[src/rtl/cpu_clk_ctrl_pkg.sv]
// Shared definitions for the CPU clock controller: state encoding and
// default widths / divide ratio used by the top and the period counter.
package cpu_clk_ctrl_pkg;

    localparam int DEF_DIV_W       = 32;
    localparam int DEF_STEP_W      = 8;
    localparam int DEF_DEFAULT_DIV = 500;

    // 2'b11 is deliberately left out; the FSM folds it back into ST_HALT.
    typedef enum logic [1:0] {
        ST_HALT = 2'b00,
        ST_RUN  = 2'b01,
        ST_STEP = 2'b10
    } state_e;

    // The period counter only advances while the core is being clocked.
    function automatic logic is_active(input state_e s);
        return (s == ST_RUN) || (s == ST_STEP);
    endfunction

endpackage

[src/rtl/cpu_clock_controller_period_counter.sv]
// Period counter: counts 0..div and emits a registered one-cycle tick on the
// edge where the count matches div. Held at zero while disabled or cleared.
module period_counter
    import cpu_clk_ctrl_pkg::*;
#(
    parameter int DIV_W = DEF_DIV_W
) (
    input  logic             clk,
    input  logic             rst_n,
    input  logic             enable,
    input  logic             clear,
    input  logic [DIV_W-1:0] div,
    output logic             tick,
    output logic             terminal
);

    logic [DIV_W-1:0] cnt_q, cnt_d;
    logic             tick_q, tick_d;

    // Terminal count for this edge; a clear (halt) suppresses it entirely.
    assign terminal = enable && !clear && (cnt_q == div);

    // Next count and tick: wrap only through the compare, never by overflow.
    always_comb begin
        // NOTE: every output of this block gets a default first so no path
        // leaves it unassigned, which would otherwise infer a latch.
        cnt_d  = '0;
        tick_d = 1'b0;
        if (enable && !clear) begin
            if (terminal) begin
                tick_d = 1'b1;
                cnt_d  = '0;
            end else begin
                cnt_d = cnt_q + DIV_W'(1);
            end
        end
    end

    // Count and tick registers with synchronous active-low reset.
    always_ff @(posedge clk) begin
        // NOTE: state is updated with non-blocking assignments so every flop
        // samples the pre-edge values, independent of statement order.
        if (!rst_n) begin
            cnt_q  <= '0;
            tick_q <= 1'b0;
        end else begin
            cnt_q  <= cnt_d;
            tick_q <= tick_d;
        end
    end

    assign tick = tick_q;

endmodule

[src/rtl/cpu_clock_controller.sv]
// Run/halt/single-step controller producing the CPU clock-enable `tick`.
// Holds the mode FSM, the divide register (loaded over a ready/valid port
// while halted) and the remaining-steps counter for STEP bursts.
// Optional: define CPU_CLK_CTRL_DIV_CLK_EN to get a 50% duty div_clk that
// toggles on every tick; otherwise div_clk is tied low.
module cpu_clock_controller
    import cpu_clk_ctrl_pkg::*;
#(
    parameter int DIV_W       = DEF_DIV_W,
    parameter int DEFAULT_DIV = DEF_DEFAULT_DIV,
    parameter int STEP_W      = DEF_STEP_W
) (
    input  logic              clk,
    input  logic              rst_n,
    input  logic              cfg_valid,
    input  logic [DIV_W-1:0]  cfg_div,
    output logic              cfg_ready,
    input  logic              run_req,
    input  logic              halt_req,
    input  logic              step_req,
    input  logic [STEP_W-1:0] step_count,
    output logic              tick,
    output logic              halted,
    output logic [STEP_W-1:0] steps_left,
    output logic              div_clk
);

    state_e            state_q, state_d;
    logic [DIV_W-1:0]  div_q, div_d;
    logic [STEP_W-1:0] steps_q, steps_d;

    logic cnt_enable;
    logic cnt_clear;
    logic terminal;

    // Counter runs in RUN/STEP; a halt request discards the current period.
    assign cnt_enable = is_active(state_q);
    assign cnt_clear  = halt_req;

    period_counter #(
        .DIV_W (DIV_W)
    ) u_period_counter (
        .clk      (clk),
        .rst_n    (rst_n),
        .enable   (cnt_enable),
        .clear    (cnt_clear),
        .div      (div_q),
        .tick     (tick),
        .terminal (terminal)
    );

    // Mode transitions, divide-register load and step bookkeeping.
    always_comb begin
        state_d = state_q;
        div_d   = div_q;
        steps_d = steps_q;
        unique case (state_q)
            ST_HALT: begin
                if (cfg_valid) begin
                    div_d = cfg_div;
                end
                if (run_req) begin
                    state_d = ST_RUN;
                end else if (step_req && (step_count != '0)) begin
                    state_d = ST_STEP;
                    steps_d = step_count;
                end
            end
            ST_RUN: begin
                if (halt_req) begin
                    state_d = ST_HALT;
                end
            end
            ST_STEP: begin
                if (halt_req) begin
                    state_d = ST_HALT;
                    steps_d = '0;
                end else if (terminal) begin
                    steps_d = steps_q - STEP_W'(1);
                    if (steps_q == STEP_W'(1)) begin
                        state_d = ST_HALT;
                    end
                end
            end
            default: begin
                state_d = ST_HALT;
                steps_d = '0;
            end
        endcase
    end

    // Mode, divide and step registers.
    always_ff @(posedge clk) begin
        if (!rst_n) begin
            state_q <= ST_HALT;
            div_q   <= DIV_W'(DEFAULT_DIV);
            steps_q <= '0;
        end else begin
            state_q <= state_d;
            div_q   <= div_d;
            steps_q <= steps_d;
        end
    end

    assign halted     = (state_q == ST_HALT);
    assign cfg_ready  = (state_q == ST_HALT);
    assign steps_left = steps_q;

`ifdef CPU_CLK_CTRL_DIV_CLK_EN
    logic div_clk_q, div_clk_d;

    // Toggle on each issued tick; terminal is never set in HALT, so it freezes.
    always_comb begin
        div_clk_d = div_clk_q ^ terminal;
    end

    // Square-wave output register.
    always_ff @(posedge clk) begin
        if (!rst_n) begin
            div_clk_q <= 1'b0;
        end else begin
            div_clk_q <= div_clk_d;
        end
    end

    assign div_clk = div_clk_q;
`else
    assign div_clk = 1'b0;
`endif

endmodule
[config.mk]
export PLATFORM = sky130hd
export DESIGN_NAME = cpu_clock_controller
export DESIGN_NICKNAME = d
export VERILOG_FILES = /design/src/rtl/cpu_clk_ctrl_pkg.sv /design/src/rtl/cpu_clock_controller_period_counter.sv /design/src/rtl/cpu_clock_controller.sv
export SDC_FILE = /design/constraint.sdc
export NUM_CORES = 1
export LEC_CHECK = 0
export ABC_CLOCK_PERIOD_IN_PS = 3600
export CAP_MARGIN = 20
export CORE_ASPECT_RATIO = 2
export CORE_MARGIN = 4
export CORE_UTILIZATION = 45
export DETAILED_ROUTE_END_ITERATION = 6
export PLACE_DENSITY_LB_ADDON = 0.08
export SETUP_SLACK_MARGIN = 0.1
export SYNTH_ARGS = -nofsm -noshare
export SYNTH_HDL_FRONTEND = slang
export SYNTH_HIERARCHICAL = 1
export SYNTH_SLANG_ARGS = --single-unit
[constraint.sdc]
create_clock -name clk -period 3.6 [get_ports clk]
set_clock_uncertainty 0.2 [all_clocks]
set_input_delay 0.54 -clock clk [delete_from_list [all_inputs] [get_ports clk]]
set_output_delay 0.54 -clock clk [all_outputs]
set_load 0.1 [all_outputs]
==> impl_results.md <==
- Outcome: complete, no violations
- CTS tree: built
- Max Clk Rate: 0.339 GHz
- Die height: 134 um
- Slowest CP cell: nor4_1
- Num rows: 45
- Max-cap violations: 0
- Register area share after synthesis: 41.8%
- Hold_ws: 0.268 ns
- Pwr/cell area: 535 mW/mm^2
- Syn Nets: 484
- Cell Area, Synth: 0.00359 mm^2
- Die area: 0.00956 mm^2
- Detailed-route via count: 3117
- Share of cells above drive strength 1: 6.78%
- Mapped Cells: 432
- Gpl congestion: 0.810
- Via density: 5.36
- Most common cell after layout, fill and taps aside: nand2_1
- Io pins: 58
- Antenna Cells: 0
- Critical Path Start Type: flip-flop
- Clk pin slew, worst setup/hold paths: 0.06 ns
- Initial Util: 46.6%
- Hold_buf cts: 0
- EDFF count, synth: 0
- Maximum VDD drop: 0.379 mV
- First-pass GRT wire length: 15600 um
- Final WL: 9470 um
- Leak: 1.66 nW
- RSZ-0062 raised after global routing: no
- Crit path kind: flip-flop to flip-flop
- Syn Area/Cell: 8.32 um^2
- CP required: 3.63 ns
- Initial antenna violation count: 0
- Most used cell, CP: a21oi_1
- Worst-path fanout max: 16
- Syn-to-layout area delta: 25.1%
- Synth area leader: dfxtp_1
- Worst Setup End Kind: flip-flop
- Remaining antenna violation count: 0
- Core ar.: 0.00771 mm^2
- Largest net degree at the start of global routing: 33
- Final Slew Violations: 0
- Commonest cells after routing, fill and taps aside: 81 x nand2_1, 75 x dfxtp_1, 52 x clkdlybuf4s50_1
- Synth async-reset ratio: 0%
- Input/output buffers: 56
- Post-CTS Resized: 0
- Syn. warnings: 6
- Worst Max-Slew Pin Slew: 0.987 ns
- Final worst path period share: 82.0%
- GRT Total Usage: 21.1%
- HP Class: flip-flop to flip-flop
- Final TNS setup: 0 ns
- Drt first pass iters: 4
- Max clock buf depth: 2
- Synth cell types: 44
- Most used DFF post-synth: dfxtp_1
- Num CTS Buffers: 9
- Setup violation total in the final timing report: 0
- CTS Sinks: 75
- Final Hold Viols: 0
- 1st-iter DRT viols: 218
- Final net count: 535
- Post-CTS Setup Bufs: 0
- Synth top area share: 41.8%
- Crit path cell chain: xnor2_1, nand4_1, nor4_1, and3_1, inv_1, a21oi_1, a21boi_1, buf_4, a21oi_1, a31o_2
- HPWL after DPL: 7170 um
- WL/cell: 16.3 um
- Max transition margin: 34.0%
- Root Buffer: clkbuf_16
- Leading post-synthesis cells by cell area: dfxtp_1 42%, xnor2_1 9.5%, nand2_1 8.5%, xor2_1 6.3%, a21oi_1 5.0%
- Total congestion overflow: 0
- Vias in the first global route: 3224
- Worst Path Arrival: 2.98 ns
- Period minus WS final: 2.95 ns
- H-tree depth: 3
- Register bit total from synthesis: 75
- Slowest stage delay, CP: 0.64 ns
- Clk Latency, worst-skew pair: 0.33 ns
- Die width: 71.2 um
- # DRC: 0
[final timing paths]
kind	startpoint	to	slack, ns	cells after the start
hold reg to reg	div_q[10]	div_q[10]	0.27	2
setup / recovery	u_period_counter/cnt_q[20]	steps_left[5]	0.65	10
hold / removal	div_q[10]	div_q[10]	0.27	2
setup reg to reg	u_period_counter/cnt_q[20]	steps_left[5]	0.65	10
[per-stage QoR]
| step | total power [mW] | util [%] | std cells | setup slack, ns | area, um^2 |
|---|---|---|---|---|---|
| finish | 2.40 | 58.3 | 581 | 0.649 | 4500 |
| global placement | 1.51 | 54.4 | 566 | 0.750 | 4190 |
| global route | 2.51 | 58.3 | 581 | 0.363 | 4500 |
| floorplan | 1.35 | - | 432 | 1.19 | 3590 |
| detailed placement | 1.52 | 54.4 | 566 | 0.695 | 4190 |
| CTS | 2.43 | 58.3 | 581 | 0.678 | 4500 |
[state kept, by name (all words and copies together) (netlist names)]
register and count:
div_q 32, u_period_counter/cnt_q 32, u_period_counter/tick 1, state_q 2
steps_left 8
[cells by family (layout without fill, tap and decap cells)]
logic type               Yosys count  count (layout)  share of synthesized area, %
adder cells (fa/ha/maj)            6               6                          2.09
other                              1               1                         0.104
flip-flops                        75              75                          41.8
XOR/XNOR                          65              65                          15.8
AO/OA/AOI/OAI                     60              60                          9.93
AND/OR/NAND/NOR                  194             194                          26.3
buffers and inverters             31              86                          3.97
[final cells by class]
type / count / area, um^2
inverters: 10 / 37.5
well taps: 94 / 118
repair buffers: 61 / 588
multi-input cells: 326 / 1950
clock inverters: 4 / 50.0
fillers: 716 / 3220
flip-flops and latches: 75 / 1500
clock buffers: 11 / 253
[worst max-delay path, delay by kind of cell, from the launching register on]
family | cells | cell delay, ns
compound gates | 4 | 0.68
buf+inv | 2 | 0.27
xor+xnor | 1 | 0.29
flops | 1 | 0.36
simple gates | 3 | 1.04
[per-layer routing]
layer | wire, um | GRT usage, % | up-vias
li1 | - | - | 1561
met1 | 3420 | 20.5 | 1448
met2 | 5270 | 40.0 | 80
met3 | 361 | 3.75 | 28
met4 | 422 | 12.0 | 0
met5 | 0 | 0 | -
[synthesized netlist by cell type, drive strengths merged, types with 9 or more instances]
cell type,count
nand4,19
buf,9
and3,9
nand3,20
dfxtp,75
xnor2,39
a21oi,37
nand2,81
inv,10
clkbuf,12
xor2,26
nor2,41
[where the power goes]
group          internal, mW  switching (mW)
logic                 0.196           0.363
clock network         0.569           0.336
registers             0.885          0.0555
No activity file was read; power rests on OpenSTA's default activity.
